`src/rtl/inst_dispatch_buffer.sv`:
```
// Instruction dispatch buffer: DEPTH-entry in-order FIFO in front of the matrix core,
// issuing one instruction per handshake while capping issued-but-incomplete work at MAX_OUT.
module inst_dispatch_buffer #(
  parameter int DEPTH   = 4,
  parameter int MAX_OUT = 2,
  parameter int INST_W  = 32
) (
  input  logic                     clk_i,
  input  logic                     rst_i,
  input  logic [INST_W-1:0]        inst_i,
  input  logic                     inst_valid_i,
  output logic                     inst_ready_o,
  output logic [INST_W-1:0]        issue_inst_o,
  output logic                     issue_valid_o,
  input  logic                     issue_ready_i,
  input  logic                     exec_done_i,
  output logic [$clog2(DEPTH):0]   count_o,
  output logic                     idle_o,
  output logic                     err_o
);
  localparam int PW = $clog2(DEPTH);
  localparam int CW = $clog2(DEPTH) + 1;
  localparam int OW = $clog2(MAX_OUT + 1);
  localparam logic [CW-1:0] DEPTH_V = CW'(DEPTH);
  localparam logic [OW-1:0] MAXO_V  = OW'(MAX_OUT);

  typedef enum logic [1:0] {IDLE, ISSUE, WAIT} state_t;

  state_t            state_q, state_d;
  logic [PW-1:0]     wr_ptr_q, wr_ptr_d, rd_ptr_q, rd_ptr_d;
  logic [CW-1:0]     count_q, count_d;
  logic [OW-1:0]     out_q, out_d;
  logic              err_q, err_d;
  logic [INST_W-1:0] mem_q [DEPTH];
  logic [INST_W-1:0] mem_d [DEPTH];
  logic              push, fire;

  // Ready depends only on registered occupancy, so a same-cycle pop never frees a full slot.
  assign inst_ready_o  = rst_i && (count_q != DEPTH_V);
  assign issue_valid_o = (state_q == ISSUE);
  assign issue_inst_o  = mem_q[rd_ptr_q];
  assign count_o       = count_q;
  assign idle_o        = (count_q == '0) && (out_q == '0);
  assign err_o         = err_q;

  always_comb begin
    push     = inst_valid_i && inst_ready_o;
    fire     = issue_valid_o && issue_ready_i;
    wr_ptr_d = wr_ptr_q;
    rd_ptr_d = rd_ptr_q;
    count_d  = count_q;
    mem_d    = mem_q;
    out_d    = out_q;
    err_d    = err_q;

    if (push) begin
      mem_d[wr_ptr_q] = inst_i;
      wr_ptr_d        = wr_ptr_q + PW'(1);
    end
    if (fire) rd_ptr_d = rd_ptr_q + PW'(1);
    case ({push, fire})
      2'b10:   count_d = count_q + CW'(1);
      2'b01:   count_d = count_q - CW'(1);
      default: count_d = count_q;
    endcase

    if (fire && !exec_done_i) begin
      out_d = out_q + OW'(1);
    end else if (!fire && exec_done_i) begin
      if (out_q == '0) err_d = 1'b1;
      else             out_d = out_q - OW'(1);
    end
  end

  // All decisions use next-cycle occupancy and outstanding so a push is offered the very next cycle.
  always_comb begin
    state_d = state_q;
    case (state_q)
      IDLE: begin
        if (count_d != '0) state_d = (out_d < MAXO_V) ? ISSUE : WAIT;
      end
      ISSUE: begin
        if (fire) begin
          if (out_d == MAXO_V)     state_d = WAIT;
          else if (count_d == '0)  state_d = IDLE;
        end
      end
      WAIT: begin
        if (out_d < MAXO_V) state_d = (count_d != '0) ? ISSUE : IDLE;
      end
      default: state_d = IDLE;
    endcase
  end

  always_ff @(posedge clk_i) begin
    if (!rst_i) begin
      state_q  <= IDLE;
      wr_ptr_q <= '0;
      rd_ptr_q <= '0;
      count_q  <= '0;
      out_q    <= '0;
      err_q    <= 1'b0;
    end else begin
      state_q  <= state_d;
      wr_ptr_q <= wr_ptr_d;
      rd_ptr_q <= rd_ptr_d;
      count_q  <= count_d;
      out_q    <= out_d;
      err_q    <= err_d;
    end
  end

  // Payload storage needs no reset; pointers define what is valid.
  always_ff @(posedge clk_i) begin
    mem_q <= mem_d;
  end
endmodule

```
`config.mk`:
```
export PLATFORM = sky130hd
export DESIGN_NAME = inst_dispatch_buffer
export DESIGN_NICKNAME = d
export VERILOG_FILES = /design/src/rtl/inst_dispatch_buffer.sv
export SDC_FILE = /design/constraint.sdc
export NUM_CORES = 1
export LEC_CHECK = 0
export CORE_MARGIN = 10
export CORE_UTILIZATION = 49
export CTS_CLUSTER_SIZE = 40
export DETAILED_ROUTE_END_ITERATION = 7
export PLACE_DENSITY_LB_ADDON = 0.1
export SLEW_MARGIN = 25
export SYNTH_ARGS = -nofsm -noshare
export SYNTH_HDL_FRONTEND = slang
export SYNTH_SLANG_ARGS = --single-unit
```
`constraint.sdc`:
```
create_clock -name clk_i -period 2.7 [get_ports clk_i]
set_clock_uncertainty 0.15 [all_clocks]
set_input_delay 0.27 -clock clk_i [delete_from_list [all_inputs] [get_ports clk_i]]
set_output_delay 0.27 -clock clk_i [all_outputs]
set_load 0.005 [all_outputs]
```
==> metrics.csv <==
metric,value,unit
place.gp.congestion,0.751,
fp.coreArea,10800,µm²
p_per_area,803,nW/µm²
antenna_cells,0,
ys_warn_count,0,
ys.flop_type,edfxtp_1,
grt_use_total,13.1,%
tns,0,ns
clockPowerShare,37.6,%
synth_cell_type_count,36,
synthMuxAreaShare,14.5,%
min_to,mem_q[127],
rows,38,
cp.arrival,2.13,ns
grt_start_max_net_pins,21,
cellLeakagePower,0.00233,µW
antenna_found_initial,0,
design_area,6980,µm²
synth-adder-area-share,2.23,%
io_buffers,75,
drv_cap,0,
syn_nets,303,
critical_path_required,2.28,ns
async_flop_share,0,%
power.total,5610,µW
finalSetupViolCount,0,
start_util,50.0,%
via_per_inst,5.27,
synthCells,257,
synth_edf_count,128,
fillCellCount,781,
vias,2697,
crit_path_max_fanout,14,
synth-seq-cells,140,
startpoint_type,register,
synth_xor_area_share,1.39,%
cts_inserted_buffers,17,
drc,0,
cts_root_buffer,clkbuf_8,
pwr-share-comb,17.5,%
post-cts-setup-buffer-count,0,
rsz0062_at_grt,no,
cp-startpoint,rd_ptr_q[0],
ctsResizeCount,0,
status,"complete, no violations",
synth_top_family_by_area,multiplexers,
ir_drop,0.387,mV
crit_chain,buf_6 > mux4_2 > clkdlybuf4s50_1,
pre_cts_ws,-0.00134,ns
rr_worst_depth,9,
synth.most_common_cell,edfxtp_1,
drtIter0Drc,152,
avgSynthCellArea,21.0,µm²
netlist_area,5390,µm²
drt-wirelength-per-cell,19.4,µm
hold_depth,1,
cts.path.max_buffers,2,
grt-ovfl-total,0,
cp_slowest_cell,mux4_2,
htree_levels,4,
drt_first_pass_iters,4,
hold_class,input port to register,
setup_ws,0.150,ns
r2r_slack,0.30,ns
grt_pass1_wl,15900,µm
power_frac_seq,44.9,%
hold_viol,0,
wirelength,9930,µm
tightest_slew,0.462,ns
stdcell_count,512,
timing.rr.start,count_o[1],
internal_power,4330,µW
clkSlewWorstSetupHoldPaths,0.06,ns
critical_path_class,register to primary output,
net-switching-power,1280,µW
yosys.area.top_type,edfxtp_1,
clock_latency,0.51,ns
dp_hpwl,6440,µm
cts_tree,yes,
final_nets,405,
drive_gt1_share,24.2,%
ys_seq_area_share,75.7,%
synth-compound-area-share,1.93,%
min_from,inst_i[31],
max_slew_margin,69.1,%
holdBufCountCts,0,
fmax,392,MHz
chipHeight,125,µm
placed_area,6430,µm²
synth_top_area_share,71.3,%
ios,76,
synth-simple-area-share,2.76,%
worst_path_largest_cell_delay,0.56,ns
r2r_end,state_q[0],
grt_pass1_vias,2929,
cts_num_sinks,140,
syn_to_final_growth,29.5,%
synthTopCellsByCount,"edfxtp_1, mux4_2, dfxtp_1",
slew_viol_final,0,
switching_share,22.8,%
fin_crit_sh,94.5,%
setup.worst_path.end_class,primary output,
die-area,15600,µm²
ys_top_cells_by_area,"edfxtp_1, mux4_2, dfxtp_1, ha_1, mux2i_1",
ant_nets,0,
die_w,125,µm
dp.cells,480,
timing.final.crit_period,2.55,ns
worst max path at each step:
stage                                 end  cells past startpoint
after floorplan                state_q[0]                      9
after global placement         state_q[0]                     10
after detailed placement       state_q[0]                     10
after CTS                 issue_inst_o[9]                      3
after global routing      issue_inst_o[9]                      3
final                     issue_inst_o[9]                      3
area by class of cell:
class / count / area, µm² / area share [%]
flip-flops and latches: 140 / 4090 / 58.5
multi-input cells: 98 / 1230 / 17.7
repair buffers: 94 / 910 / 13.0
clock buffers: 22 / 453 / 6.49
well taps: 140 / 175 / 2.51
clock inverters: 10 / 93.8 / 1.34
inverters: 8 / 30.0 / 0.430
power by group through the flow:
stage,clock (µW),combinational (µW),sequential [µW]
after floorplan,0,499,2560
after global placement,0,995,2560
after detailed placement,0,1000,2560
after CTS,2160,1010,2520
after global routing,2240,1080,2530
final,2110,984,2520
worst max-delay path, delay by kind of cell (launching register included):
| kind | cells | cell delay, ns |
|---|---|---|
| flip-flops | 1 | 0.36 |
| multiplexers | 1 | 0.56 |
| buffers and inverters | 2 | 0.70 |
sequential cells by signal (all words and copies together) (netlist names):
name	count
count_o	3
err_o	1
mem_q	128
out_q	2
rd_ptr_q	2
state_q	2
wr_ptr_q	2
through the flow:
step | hold slack, ns | util (%)
after floorplan | 0.219 | -
after global placement | 0.303 | 59.6
after detailed placement | 0.307 | 59.6
after CTS | 0.215 | 64.7
after global routing | 0.225 | 64.7
final | 0.233 | 64.7
cell usage in the layout (no fill, tap or decap), drive strengths merged, types with 5 or more instances in the layout:
cell type      count
edfxtp           128
clkdlybuf4s50     75
mux4              32
clkbuf            22
buf               19
dfxtp             12
nor2               9
inv                9
ha                 8
and2               6
mux2i              5
clkinv             5
cells by family after synthesis:
logic type / after synthesis
compound gates: 15
xor+xnor: 7
fa+ha+maj: 9
buf+inv: 19
flops: 140
mux: 38
simple gates: 29
layer usage:
metal	global-route usage, %	routed length, µm	vias to the layer above
met2	21.2	4950	66
met4	5.35	146	0
li1	-	-	1251
met1	15.5	4300	1365
met3	4.77	532	15
met5	0	0	-
Note: power is estimated with default switching activity, not from simulation.
